$ cat config.mk
export PLATFORM = sky130hd
export DESIGN_NAME = acc_sampler
export DESIGN_NICKNAME = d
export VERILOG_FILES = /design/src/rtl/acc_sampler_pkg.sv /design/src/rtl/acc_fifo.sv /design/src/rtl/acc_sampler.sv
export SDC_FILE = /design/constraint.sdc
export NUM_CORES = 1
export LEC_CHECK = 0
export CORE_UTILIZATION = 56
export CTS_CLUSTER_SIZE = 8
export DETAILED_ROUTE_END_ITERATION = 6
export HOLD_SLACK_MARGIN = 0.12
export MAX_ROUTING_LAYER = met4
export PLACE_DENSITY = 0.83
export SYNTH_ARGS = -nofsm -noshare
export SYNTH_HDL_FRONTEND = slang
export SYNTH_SLANG_ARGS = --single-unit
$ cat constraint.sdc
create_clock -name i_clk -period 4 [get_ports i_clk]
set_clock_uncertainty 0.15 [all_clocks]
set_input_delay 0.6 -clock i_clk [delete_from_list [all_inputs] [get_ports i_clk]]
set_output_delay 0.6 -clock i_clk [all_outputs]
set_load 0.005 [all_outputs]
$ cat src/rtl/acc_sampler_pkg.sv
// Shared accumulator-chain definitions: default widths and drop-counter helpers.
package acc_sampler_pkg;

  localparam int NB_DATA_DEF = 3;
  localparam int NB_DIV_DEF  = 4;
  localparam int DEPTH_DEF   = 4;
  localparam int NB_DROP     = 8;

  localparam logic [NB_DROP-1:0] DROP_MAX = '1;

  // Saturating increment used by the dropped-sample counter.
  function automatic logic [NB_DROP-1:0] sat_inc(input logic [NB_DROP-1:0] value);
    return (value == DROP_MAX) ? value : value + 1'b1;
  endfunction

endpackage

$ cat src/rtl/acc_fifo.sv
// First-word fall-through FIFO with wrap-bit pointers and exact occupancy.
module acc_fifo #(
  parameter int WIDTH = 7,
  parameter int DEPTH = 4
) (
  input  logic                     i_clk,
  input  logic                     i_rst_n,
  input  logic                     i_push,
  input  logic [WIDTH-1:0]         i_wdata,
  input  logic                     i_pop,
  output logic [WIDTH-1:0]         o_rdata,
  output logic                     o_full,
  output logic                     o_empty,
  output logic [$clog2(DEPTH):0]   o_level
);

  localparam int AW = $clog2(DEPTH);

  logic [WIDTH-1:0] mem [DEPTH];
  logic [AW:0]      wr_ptr;
  logic [AW:0]      rd_ptr;
  logic             push_ok;
  logic             pop_ok;

  assign o_empty = (wr_ptr == rd_ptr);
  assign o_full  = (wr_ptr[AW-1:0] == rd_ptr[AW-1:0]) && (wr_ptr[AW] != rd_ptr[AW]);
  assign o_level = wr_ptr - rd_ptr;

  // A pop frees a slot in the same cycle, so a push into a full FIFO is fine then.
  assign pop_ok  = i_pop && !o_empty;
  assign push_ok = i_push && (!o_full || pop_ok);

  // Head is masked to zero while empty so stale storage never leaks out.
  assign o_rdata = o_empty ? '0 : mem[rd_ptr[AW-1:0]];

  // Storage is not reset; the empty mask hides whatever it holds after reset.
  always_ff @(posedge i_clk) begin
    if (push_ok) begin
      mem[wr_ptr[AW-1:0]] <= i_wdata;
    end
  end

  // Pointer advance; reset discards all contents by collapsing both pointers.
  always_ff @(posedge i_clk or negedge i_rst_n) begin
    if (!i_rst_n) begin
      wr_ptr <= '0;
      rd_ptr <= '0;
    end else begin
      if (push_ok) wr_ptr <= wr_ptr + 1'b1;
      if (pop_ok)  rd_ptr <= rd_ptr + 1'b1;
    end
  end

endmodule

$ cat src/rtl/acc_sampler.sv
// Samples an accumulator value every i_div+1 enabled cycles into a small FIFO,
// tracking sticky overflow and the number of samples lost to a full FIFO.
module acc_sampler
  import acc_sampler_pkg::*;
#(
  parameter int NB_DATA = NB_DATA_DEF,
  parameter int DEPTH   = DEPTH_DEF,
  parameter int NB_DIV  = NB_DIV_DEF
) (
  input  logic                     i_clk,
  input  logic                     i_rst_n,
  input  logic [2*NB_DATA-1:0]     i_data,
  input  logic                     i_overflow,
  input  logic                     i_enable,
  input  logic [NB_DIV-1:0]        i_div,
  input  logic                     i_clr_sticky,
  input  logic                     i_ready,
  output logic                     o_valid,
  output logic [2*NB_DATA-1:0]     o_data,
  output logic                     o_ovf_flag,
  output logic                     o_sticky_ovf,
  output logic [NB_DROP-1:0]       o_drop_cnt,
  output logic [$clog2(DEPTH):0]   o_level
);

  localparam int NB_WORD = 2*NB_DATA + 1;

  logic [NB_DIV-1:0]  div_cnt;
  logic               strobe;
  logic               pop;
  logic               drop;
  logic               fifo_full;
  logic               fifo_empty;
  logic [NB_WORD-1:0] head;

  // Using >= rather than == lets a lowered i_div take effect mid-count.
  assign strobe = i_enable && (div_cnt >= i_div);

  assign o_valid    = !fifo_empty;
  assign pop        = o_valid && i_ready;
  assign drop       = strobe && fifo_full && !pop;
  assign o_ovf_flag = head[NB_WORD-1];
  assign o_data     = head[NB_WORD-2:0];

  // Divider: idles at zero when disabled and restarts from zero on each strobe.
  always_ff @(posedge i_clk or negedge i_rst_n) begin
    if (!i_rst_n) begin
      div_cnt <= '0;
    end else if (!i_enable || strobe) begin
      div_cnt <= '0;
    end else begin
      div_cnt <= div_cnt + 1'b1;
    end
  end

  // Sticky overflow watches every enabled cycle; a new overflow beats a clear.
  always_ff @(posedge i_clk or negedge i_rst_n) begin
    if (!i_rst_n) begin
      o_sticky_ovf <= 1'b0;
    end else if (i_enable && i_overflow) begin
      o_sticky_ovf <= 1'b1;
    end else if (i_clr_sticky) begin
      o_sticky_ovf <= 1'b0;
    end
  end

  // Dropped-sample counter saturates and is cleared only by reset.
  always_ff @(posedge i_clk or negedge i_rst_n) begin
    if (!i_rst_n) begin
      o_drop_cnt <= '0;
    end else if (drop) begin
      o_drop_cnt <= sat_inc(o_drop_cnt);
    end
  end

  acc_fifo #(
    .WIDTH (NB_WORD),
    .DEPTH (DEPTH)
  ) u_fifo (
    .i_clk   (i_clk),
    .i_rst_n (i_rst_n),
    .i_push  (strobe),
    .i_wdata ({i_overflow, i_data}),
    .i_pop   (pop),
    .o_rdata (head),
    .o_full  (fifo_full),
    .o_empty (fifo_empty),
    .o_level (o_level)
  );

endmodule

==> results by group, run 1 <==
Power and ir drop
  • Switching pwr: 0.489 mW
  • Static leakage power: 1.08 nW
  • Switching share of total power: 29.6%
  • Power density over cell area: 614 nW/um2
  • Share of total power in sequential cells: 39.6%
  • Worst supply voltage drop on vdd: 299 uV
  • Clk pwr share: 20.6%
  • Internal power summed over all cells: 1.16 mW
  • Power after layout: 1.65 mW
  • Logic gate share of total power: 39.8%

Hold path
  • Depth of the worst hold-timing path: 1
  • Hold Path Class: flop to flop
  • Hold Startpoint: div_cnt[0]

STA
  • Min Clock Period, post-route: 3.14 ns
  • Setup TNS: 0 ns
  • Slew HR: 42.0%
  • Max Transition Viols Final: 0
  • Measured slew at the worst slew-check pin: 0.867 ns
  • Unrepaired setup endpoints after global routing: no
  • Period utilization: 78.5%
  • Final setup violating endpoints: 0
  • Total count of hold-check failures in the final report: 0
  • Smallest setup slack after layout: 0.860 ns
  • Maximum clock frequency: 318 MHz

Cells and area
  • Layout net count: 216
  • Number of fill cells: 256
  • Antenna diodes: 0
  • Area occupied by multi-input gates: 801 um2
  • Relative area change from synthesis to final layout: 23.1%
  • Share of layout cells above drive strength 1: 12.8%
  • Area of all placed cells without fillers: 2690 um2
  • Area of all sequential standard cells: 1320 um2

Worst setup path
  • Crit path max fanout: 11
  • Slowest-stage cell, CP: dfrtp_1
  • Origin of the critical flop-to-flop path: u_fifo.rd_ptr[0]
  • Reg2Reg Depth: 5
  • Data arrival time at the worst-slack endpoint: 2.39 ns
  • Crit-path max cell delay: 0.66 ns
  • Critical Path Start: u_fifo.rd_ptr[1]
  • CP Launch Type: flop
  • Critical Path Sink Type: primary output
  • Type of the worst setup path: flop to primary output
  • Cells along the critical path: inv_1, ha_1, nand3_1, and2_1, clkdlybuf4s50_1
  • Kind of cell with the highest combined delay on the critical path: flip-flops
  • Critical path buffers and inverters: 2
  • Req. time, crit path: 3.25 ns
  • Levels on crit path: 5

Flow run
  • Max-cap violation count: 0

Yosys
  • Area of the mapped netlist: 2180 um2
  • Warnings from Yosys: 0
  • Dominant cells by area after synthesis: edfxtp_1 39%, dfrtp_1 22%, ha_1 7.5%
  • Flip-flop cell with the highest count after synthesis: edfxtp_1
  • Synthesized netlist cell count: 147
  • Proportion of synthesized chip area in sequential cells: 60.3%
  • Share of Yosys cell area claimed by the top area cell type: 38.5%
  • Number of synthesized register bits: 47
  • Average instance area after synthesis: 14.8 um2
  • Leading post-synthesis cells by instance count: 28 x edfxtp_1, 19 x dfrtp_1, 13 x ha_1
  • Biggest area consumer among synthesized cells: edfxtp_1
  • Most repeated cell in the gate-level netlist after synthesis: edfxtp_1
  • Share of flip-flops with an asynchronous set or reset: 40.4%
  • Number of enable-type register cells in the synthesized netlist: 28
  • Post-synth net total: 177
  • Distinct cell type count of the synthesized netlist: 29

Clock tree
  • Clock latency on the worst-skew pair: 0.30 ns
  • Clock-pin transition on the worst setup and hold timing paths: 0.08 ns
  • Inserted Clock Buffers: 5
  • Setup Fix Bufs, Post-CTS: 0
  • Level count of the clock H-tree: 2
  • Number of buffers between clock root and the deepest sink: 2
  • Post-CTS sizing: 0
  • TritonCTS clock tree: yes
  • Hold-fix buffers, CTS: 0
  • CTS sink cnt: 47
  • Clock root buffer: clkbuf_8

Drt
  • Final antenna-violating net count: 0
  • Routed wirelength normalized by instance count: 15.8 um
  • Ratio of routed vias to standard cells: 5.48
  • Detailed Route Iter0 Violations: 20
  • Total via count in the routed design: 1287
  • Total detailed-routing wirelength: 3.72 mm
  • Count of TritonRoute iterations in the first routing pass: 4
  • Remaining design rule violation count: 0

Die
  • Floorplan Core Area: 3690 um2
  • Initial Util: 59.2%
  • Die area: 4150 um2
  • Vertical die dimension: 64.4 um
  • Number of core rows: 22
  • Ports placed on the boundary: 36
  • Horiz. Die Dim: 64.4 um

Global route
  • Pin count of the biggest net entering global routing: 20
  • Number of antenna violations at the first check in global routing: 0
  • Via count of the first global-routing pass: 1333
  • Wire length of the first global-routing pass: 6.24 mm
  • Total routing usage reported by global routing: 21.8%
  • Total global routing overflow: 0

Placement
  • Instance area at placement: 2570 um2
  • Post-detailed-placement half-perimeter wirelength: 2.84 mm
  • Number of buffers added on ports: 35
  • Setup WS pre-CTS: 1.09 ns
  • RePlAce Congestion: 0.842

Run status
  • Run status: finished, final reports clean
==> flip-flops by register name, summed over array words and instances, names as in the netlist <==
| register | flops |
|---|---|
| div_cnt | 4 |
| o_drop_cnt | 8 |
| u_fifo.wr_ptr | 3 |
| o_sticky_ovf | 1 |
| u_fifo.mem | 28 |
| u_fifo.rd_ptr | 3 |
==> routing by layer <==
layer / routed length [um] / track usage, % / vias up
met2: 2050 / 39.2 / 33
met5: 0 / - / -
met3: 162 / 5.46 / 8
met4: 58 / 8.06 / 0
met1: 1460 / 23.0 / 646
li1: - / - / 600
==> stage by stage <==
step	util (%)	hold slack (ns)	instances
after floorplan	-	0.154	147
after global placement	69.7	0.328	227
after detailed placement	69.7	0.332	227
after CTS	72.8	0.347	235
after global routing	72.8	0.368	235
final	72.8	0.343	235
==> layout by cell type, fill, tap and decap left out, drive strengths merged <==
master,netlist,routed
o21a,1,1
edfxtp,28,28
clkdlybuf4s50,0,35
clkinv,0,2
bufinv,0,1
nor3,4,4
mux2,2,2
nand3,7,7
dfrtp,19,19
ha,13,13
and2,11,11
nor4,3,3
o21ai,4,4
or3b,1,1
nor2,6,6
nand2b,1,1
mux4,7,7
nor4b,1,1
fa,1,1
clkbuf,1,5
nand4,1,1
xor2,9,9
a2111oi,1,1
nand2,6,6
xnor2,6,6
inv,12,12
==> cell type report <==
class	count	share of cell area, %
clock buffer	5	2.56
multi-input combinational	85	29.8
clock inverter	3	1.63
timing repair buffer	35	13.0
inverter	12	1.68
tap	48	2.24
sequential	47	49.0
==> power groups by stage <==
stage / clock network (mW) / logic [mW] / registers (mW)
floorplan: 0 / 0.379 / 0.615
finish: 0.340 / 0.657 / 0.653
CTS: 0.350 / 0.669 / 0.656
global route: 0.366 / 0.722 / 0.665
global placement: 0 / 0.633 / 0.662
detailed placement: 0 / 0.666 / 0.666
==> final timing paths <==
kind	end	slack, ns
setup / recovery	o_data[3]	0.86
max in group asynchronous	o_drop_cnt[0]	2.52
hold reg to reg	div_cnt[0]	0.34
setup reg to reg	u_fifo.mem[2][1]	1.48
hold / removal	div_cnt[0]	0.34
min in group asynchronous	div_cnt[3]	0.64
==> kinds of logic (layout without fill, tap and decap cells) <==
logic type      Yosys count  in the layout  synth area share (%)
xor+xnor                 15             15                  6.02
flops                    47             47                  60.3
buf+inv                  15             55                  2.98
compound gates            6              6                  2.75
mux                       9              9                  8.26
fa+ha+maj                14             14                  8.37
simple gates             41             41                  11.3
Note: power is estimated with default switching activity, not from simulation.
==> run 2, diff against run 1 <==
--- a/config.mk
+++ b/config.mk
@@ -5,12 +5,12 @@
 export SDC_FILE = /design/constraint.sdc
 export NUM_CORES = 1
 export LEC_CHECK = 0
-export CORE_UTILIZATION = 56
+export CORE_UTILIZATION = 52
 export CTS_CLUSTER_SIZE = 8
 export DETAILED_ROUTE_END_ITERATION = 6
 export HOLD_SLACK_MARGIN = 0.12
 export MAX_ROUTING_LAYER = met4
-export PLACE_DENSITY = 0.83
+export PLACE_DENSITY = 0.78
 export SYNTH_ARGS = -nofsm -noshare
 export SYNTH_HDL_FRONTEND = slang
 export SYNTH_SLANG_ARGS = --single-unit
==> constraint.sdc (replaced) <==
create_clock -name i_clk -period 3.3 [get_ports i_clk]
set_clock_uncertainty 0.15 [all_clocks]
set_input_delay 0.495 -clock i_clk [delete_from_list [all_inputs] [get_ports i_clk]]
set_output_delay 0.495 -clock i_clk [all_outputs]
set_load 0.005 [all_outputs]
==> run 2 against run 1 <==
  * Sequential share of layout area rose by 0.35 points
  * Clock-buffer cell count stayed put
  * Critical path depth is the same
  * Flip-flop and latch count stayed put
  * Highest routed layer unchanged
  * Combinational power rose by 23%
==> results by group, run 2 (synthesized netlist as in run 1, its figures left out) <==
Run status
  • Run status: finished, final reports clean

Die
  • Number of core rows: 23 (+4.5%)
  • Floorplan Core Area: 4030 um2 (+9.2%)
  • Initial Util: 54.2% (-5.0 points)
  • Vertical die dimension: 66.8 um (+3.7%)
  • Horiz. Die Dim: 66.8 um (+3.7%)
  • Die area: 4460 um2 (+7.5%)
  • Ports placed on the boundary: 36 (unchanged)

Drt
  • Total detailed-routing wirelength: 3.91 mm (+5.0%)
  • Routed wirelength normalized by instance count: 16.4 um (+3.6%)
  • Total via count in the routed design: 1254 (-2.6%)
  • Remaining design rule violation count: 0 (unchanged)
  • Detailed Route Iter0 Violations: 57 (+190%)
  • Final antenna-violating net count: 0 (unchanged)
  • Ratio of routed vias to standard cells: 5.27 (-3.8%)
  • Count of TritonRoute iterations in the first routing pass: 4 (unchanged)

Clock tree
  • Hold-fix buffers, CTS: 0 (unchanged)
  • Level count of the clock H-tree: 2 (unchanged)
  • CTS sink cnt: 47 (unchanged)
  • Clock root buffer: clkbuf_8
  • Setup Fix Bufs, Post-CTS: 0 (unchanged)
  • Number of buffers between clock root and the deepest sink: 2 (unchanged)
  • Clock latency on the worst-skew pair: 0.30 ns (about the same)
  • TritonCTS clock tree: yes
  • Post-CTS sizing: 0 (unchanged)
  • Inserted Clock Buffers: 5 (unchanged)
  • Clock-pin transition on the worst setup and hold timing paths: 0.08 ns (about the same)

Cells and area
  • Core utilization of the finished layout: 66.2% (-6.6 points)
  • Top library cells by usage in the layout, fill and taps aside: 35 x clkdlybuf4s50_1, 28 x edfxtp_1, 19 x dfrtp_1
  • Antenna diodes: 0 (unchanged)
  • Share of layout cells above drive strength 1: 13.3% (+0.46 points)
  • Most frequent standard cell in the layout excluding fill and tap cells: clkdlybuf4s50_1
  • Relative area change from synthesis to final layout: 22.2%
  • Max reg flops: 28 (unchanged)
  • Layout net count: 217 (+0.46%)
  • Non-filler instance count after layout: 238 (+1.3%)

Worst setup path
  • Crit path max fanout: 11 (unchanged)
  • Critical path buffers and inverters: 2 (unchanged)
  • Type of the worst setup path: flop to primary output
  • Endpoint of the lowest-slack register-to-register path: u_fifo.mem[1][5]
  • Critical Path Sink Type: primary output
  • Setup slack on the worst flop-to-flop path: 0.80 ns (-0.68 ns)
  • Cells along the critical path: inv_1, ha_1, nand3_1, and2_1, clkdlybuf4s50_1
  • Kind of cell with the highest combined delay on the critical path: flip-flops
  • Req. time, crit path: 2.65 ns (-0.60 ns)
  • Reg2Reg Depth: 6 (+1)
  • Crit path to: o_data[4]
  • Origin of the critical flop-to-flop path: u_fifo.rd_ptr[1]
  • Data arrival time at the worst-slack endpoint: 2.35 ns (-0.04 ns)
  • Critical Path Start: u_fifo.rd_ptr[1]
  • Levels on crit path: 5 (unchanged)
  • Crit-path max cell delay: 0.65 ns (about the same)
  • Slowest-stage cell, CP: dfrtp_1
  • CP Launch Type: flop

STA
  • Setup TNS: 0 ns (unchanged)
  • Final setup violating endpoints: 0 (unchanged)
  • Unrepaired setup endpoints after global routing: no
  • Tightest hold margin: 0.346 ns (+0.00317 ns)
  • Max Transition Viols Final: 0 (unchanged)
  • Measured slew at the worst slew-check pin: 0.867 ns (+0.000256 ns)
  • Period utilization: 90.6%
  • Total count of hold-check failures in the final report: 0 (unchanged)
  • Slew HR: 42.0% (about the same)
  • Min Clock Period, post-route: 2.99 ns
  • Maximum clock frequency: 334 MHz

Global route
  • Wire length of the first global-routing pass: 6.40 mm (+2.7%)
  • Number of antenna violations at the first check in global routing: 0 (unchanged)
  • Total routing usage reported by global routing: 21.3% (-0.49 points)
  • Pin count of the biggest net entering global routing: 20 (unchanged)
  • Via count of the first global-routing pass: 1325 (-0.60%)
  • Total global routing overflow: 0 (unchanged)

Power and ir drop
  • Worst supply voltage drop on vdd: 296 uV (-1.2%)
  • Static leakage power: 1.07 nW (-0.52%)
  • Power density over cell area: 718 nW/um2 (+17%)

Placement
  • Number of cells in the design after placement: 230 (+1.3%)
  • RePlAce Congestion: 0.859 (+2.0%)
  • Number of buffers added on ports: 35 (unchanged)
  • Post-detailed-placement half-perimeter wirelength: 2.88 mm (+1.4%)

Hold path
  • Hold Path Class: flop to flop

Flow run
  • Max-cap violation count: 0 (unchanged)
[run 2: changes by cell type in the layout (fill, tap and decap cells not counted)]
cell       previous run  this run
bufinv_16             1         0
clkinv_2              1         3
clkinv_4              1         0
buf_4                 0         1
[run 2: worst min-delay path by stage]
stage	endpoint	cells after the start	slack [ns]	from
3_5_place_dp	div_cnt[0]	1	0.34	div_cnt[0]
2_1_floorplan	div_cnt[0]	0	0.05	i_rst_n
6_report	div_cnt[0]	1	0.35	div_cnt[0]
5_1_grt	u_fifo.wr_ptr[2]	1	0.37	u_fifo.wr_ptr[2]
4_1_cts	div_cnt[0]	1	0.35	div_cnt[0]
3_3_place_gp	div_cnt[0]	1	0.33	div_cnt[0]
[run 2: power breakdown]
| group | internal [mW] | switching, mW |
|---|---|---|
| sequential | 0.689 | 0.0888 |
| combinational | 0.499 | 0.310 |
| clock | 0.145 | 0.182 |
| total | 1.33 | 0.581 |
[run 2: through the flow]
stage | setup WS, ns | area, um2 | power, mW
2_1_floorplan | 0.984 | 2180 | 1.20
3_3_place_gp | 0.521 | 2580 | 1.59
3_5_place_dp | 0.476 | 2580 | 1.62
4_1_cts | 0.239 | 2670 | 1.94
5_1_grt | 0.0843 | 2670 | 2.08
6_report | 0.309 | 2670 | 1.91
[run 2: layer usage]
layer | global-route usage [%] | wire length (um) | vias to the layer above
li1 | - | - | 598
met1 | 25.3 | 1710 | 625
met2 | 34.0 | 1990 | 27
met3 | 5.48 | 145 | 4
met4 | 10.1 | 61 | 0
met5 | - | 0 | -
[run 2: layout make-up]
class                   instances  area, um2
clock inverters                 3       15.0
inverters                      12       45.0
well taps                      50       62.6
multi-input cells              85        801
clock buffers                   5       68.8
flip-flops and latches         47       1320
fillers                       308       1360
repair buffers                 36        358
==> run 3, diff against run 2 <==
--- a/config.mk
+++ b/config.mk
@@ -11,6 +11,7 @@
 export HOLD_SLACK_MARGIN = 0.12
 export MAX_ROUTING_LAYER = met4
 export PLACE_DENSITY = 0.78
+export SLEW_MARGIN = 5
 export SYNTH_ARGS = -nofsm -noshare
 export SYNTH_HDL_FRONTEND = slang
 export SYNTH_SLANG_ARGS = --single-unit
==> constraint.sdc (replaced) <==
create_clock -name i_clk -period 3.05 [get_ports i_clk]
set_clock_uncertainty 0.15 [all_clocks]
set_input_delay 0.4575 -clock i_clk [delete_from_list [all_inputs] [get_ports i_clk]]
set_output_delay 0.4575 -clock i_clk [all_outputs]
set_load 0.005 [all_outputs]
==> run 3 against run 2 <==
  * Cell area is 1.2% higher
  * Worst hold slack worse by 0.00093 ns
  * Wire length fell by 2.5%
  * Flip-flop and latch count did not move
  * Via count up 0.72%
  * Utilization rose by 0.78 points
  * Sequential power increased by 5.0%
  * Clock power is 33% higher
  * Combinational power up 14%
  * Critical path type unchanged
  * Critical endpoint unchanged
  * Largest power group unchanged
==> results by group, run 3 (synthesized netlist as in run 1, its figures left out) <==
Cells and area
  • Antenna diodes: 0 (unchanged)
  • Area of all placed cells without fillers: 2700 um2 (+1.2%)
  • Relative area change from synthesis to final layout: 23.6%
  • Area occupied by multi-input gates: 801 um2 (unchanged)
  • Top library cells by usage in the layout, fill and taps aside: 35 x clkdlybuf4s50_1, 28 x edfxtp_1, 19 x dfrtp_1
  • Area of all sequential standard cells: 1320 um2 (unchanged)
  • Number of fill cells: 299 (-2.9%)
  • Share of layout cells above drive strength 1: 13.2% (-0.070 points)
  • Most frequent standard cell in the layout excluding fill and tap cells: clkdlybuf4s50_1
  • Layout net count: 218 (+0.46%)
  • Max reg flops: 28 (unchanged)

Drt
  • Length of routed met3 wiring: 144 um (-0.69%)
  • Amount of wire on met2 after detailed routing: 2.04 mm (+2.7%)
  • Total via count in the routed design: 1263 (+0.72%)
  • Count of TritonRoute iterations in the first routing pass: 4 (unchanged)
  • Routed wirelength normalized by instance count: 15.9 um (-2.9%)
  • Ratio of routed vias to standard cells: 5.28 (+0.30%)
  • Total detailed-routing wirelength: 3.81 mm (-2.5%)
  • Routed metal-1 wirelength: 1.57 mm (-8.3%)
  • Top layer reached by signal wires: met4
  • Detailed Route Iter0 Violations: 43 (-25%)
  • Remaining design rule violation count: 0 (unchanged)
  • Final antenna-violating net count: 0 (unchanged)

STA
  • Max Transition Viols Final: 0 (unchanged)
  • Setup TNS: 0 ns (unchanged)
  • Min Clock Period, post-route: 2.79 ns
  • Final setup violating endpoints: 0 (unchanged)
  • Period utilization: 91.6%
  • Smallest setup slack after layout: 0.257 ns (-0.0519 ns)
  • Maximum clock frequency: 358 MHz
  • Measured slew at the worst slew-check pin: 0.867 ns (+0.000136 ns)
  • Total count of hold-check failures in the final report: 0 (unchanged)
  • Unrepaired setup endpoints after global routing: no
  • Slew HR: 42.0% (about the same)

Clock tree
  • Hold-fix buffers, CTS: 0 (unchanged)
  • Setup Fix Bufs, Post-CTS: 0 (unchanged)
  • Inserted Clock Buffers: 5 (unchanged)
  • Clock-pin transition on the worst setup and hold timing paths: 0.07 ns (about the same)
  • TritonCTS clock tree: yes
  • Clock root buffer: clkbuf_8
  • Number of buffers between clock root and the deepest sink: 2 (unchanged)
  • Level count of the clock H-tree: 2 (unchanged)
  • Post-CTS sizing: 0 (unchanged)
  • Clock latency on the worst-skew pair: 0.29 ns (about the same)
  • CTS sink cnt: 47 (unchanged)

Hold path
  • Hold Path Class: flop to flop

Global route
  • Total global routing overflow: 0 (unchanged)
  • Wire length of the first global-routing pass: 6.31 mm (-1.4%)
  • Number of antenna violations at the first check in global routing: 0 (unchanged)
  • Total routing usage reported by global routing: 21.0% (-0.37 points)
  • Via count of the first global-routing pass: 1319 (-0.45%)
  • Pin count of the biggest net entering global routing: 20 (unchanged)

Power and ir drop
  • Power after layout: 2.18 mW (+14%)
  • Static leakage power: 1.08 nW (+0.83%)
  • Worst supply voltage drop on vdd: 358 uV (+21%)
  • Power density over cell area: 807 nW/um2 (+12%)

Worst setup path
  • Critical path buffers and inverters: 1 (-1)
  • CP Launch Type: flop
  • Slowest-stage cell, CP: dfrtp_1
  • Type of the worst setup path: flop to primary output
  • Crit-path max cell delay: 0.51 ns (-0.14 ns)
  • Crit path max fanout: 10 (-1)
  • Req. time, crit path: 2.44 ns (-0.21 ns)
  • Cells along the critical path: ha_1, nand3_1, and2_1, clkdlybuf4s50_1
  • Setup slack on the worst flop-to-flop path: 0.68 ns (-0.12 ns)
  • Kind of cell with the highest combined delay on the critical path: simple AND/OR/NAND/NOR gates
  • Critical Path Sink Type: primary output
  • Data arrival time at the worst-slack endpoint: 2.19 ns (-0.16 ns)

Die
  • Vertical die dimension: 66.8 um (unchanged)
  • Number of core rows: 23 (unchanged)
  • Ports placed on the boundary: 36 (unchanged)
  • Initial Util: 54.2% (unchanged)
  • Die area: 4460 um2 (unchanged)
  • Horiz. Die Dim: 66.8 um (unchanged)
  • Floorplan Core Area: 4030 um2 (unchanged)

Placement
  • RePlAce Congestion: 0.853 (-0.66%)
  • Post-detailed-placement half-perimeter wirelength: 2.89 mm (+0.43%)
  • Number of buffers added on ports: 35 (unchanged)
  • Setup WS pre-CTS: 0.231 ns (-0.245 ns)
  • Instance area at placement: 2590 um2 (+0.29%)

Run status
  • Run status: finished, final reports clean

Flow run
  • Max-cap violation count: 0 (unchanged)
run 3: changes by cell type in the layout (fill, tap and decap cells not counted):
cell        previous run  this run
buf_4                  1         2
bufinv_16              0         1
clkinv_1               0         1
clkinv_2               3         0
clkinvlp_2             0         1
run 3: per-stage QoR:
step / cells / hold WS, ns / util (%)
2_1_floorplan: 147 / 0.0119 / -
5_1_grt: 239 / 0.372 / 67.0
3_3_place_gp: 231 / 0.330 / 64.3
3_5_place_dp: 231 / 0.339 / 64.3
6_report: 239 / 0.345 / 67.0
4_1_cts: 239 / 0.349 / 67.0
run 3: layout make-up:
class                           count  area share (%)
Timing Repair Buffer               37            13.5
Inverter                           12            1.67
Sequential cell                    47            48.8
Clock buffer                        5            2.55
Multi-Input combinational cell     85            29.7
Clock inverter                      3            1.44
Tap cell                           50            2.32
run 3: worst paths after layout:
kind                                   from          endpoint  cells past startpoint
max                        u_fifo.rd_ptr[0]         o_data[4]                      4
max reg2reg                      div_cnt[0]     o_drop_cnt[1]                      7
min reg2reg                u_fifo.wr_ptr[2]  u_fifo.wr_ptr[2]                      1
max in group asynchronous           i_rst_n  u_fifo.rd_ptr[0]                      1
min                        u_fifo.wr_ptr[2]  u_fifo.wr_ptr[2]                      1
min in group asynchronous           i_rst_n     o_drop_cnt[7]                      1
run 3: layer usage:
metal / global-route usage (%) / vias to the layer above
met5: - / -
met4: 7.98 / 0
met3: 5.14 / 5
met2: 36.2 / 28
met1: 23.2 / 626
li1: - / 604
run 3: power by group:
group / leakage (nW) / total, mW / internal, mW / switching [mW]
Combinational: 0.530 / 0.925 / 0.555 / 0.370
Clock: 0.0517 / 0.434 / 0.239 / 0.195
Sequential: 0.500 / 0.816 / 0.745 / 0.0710
Total: 1.08 / 2.18 / 1.54 / 0.636
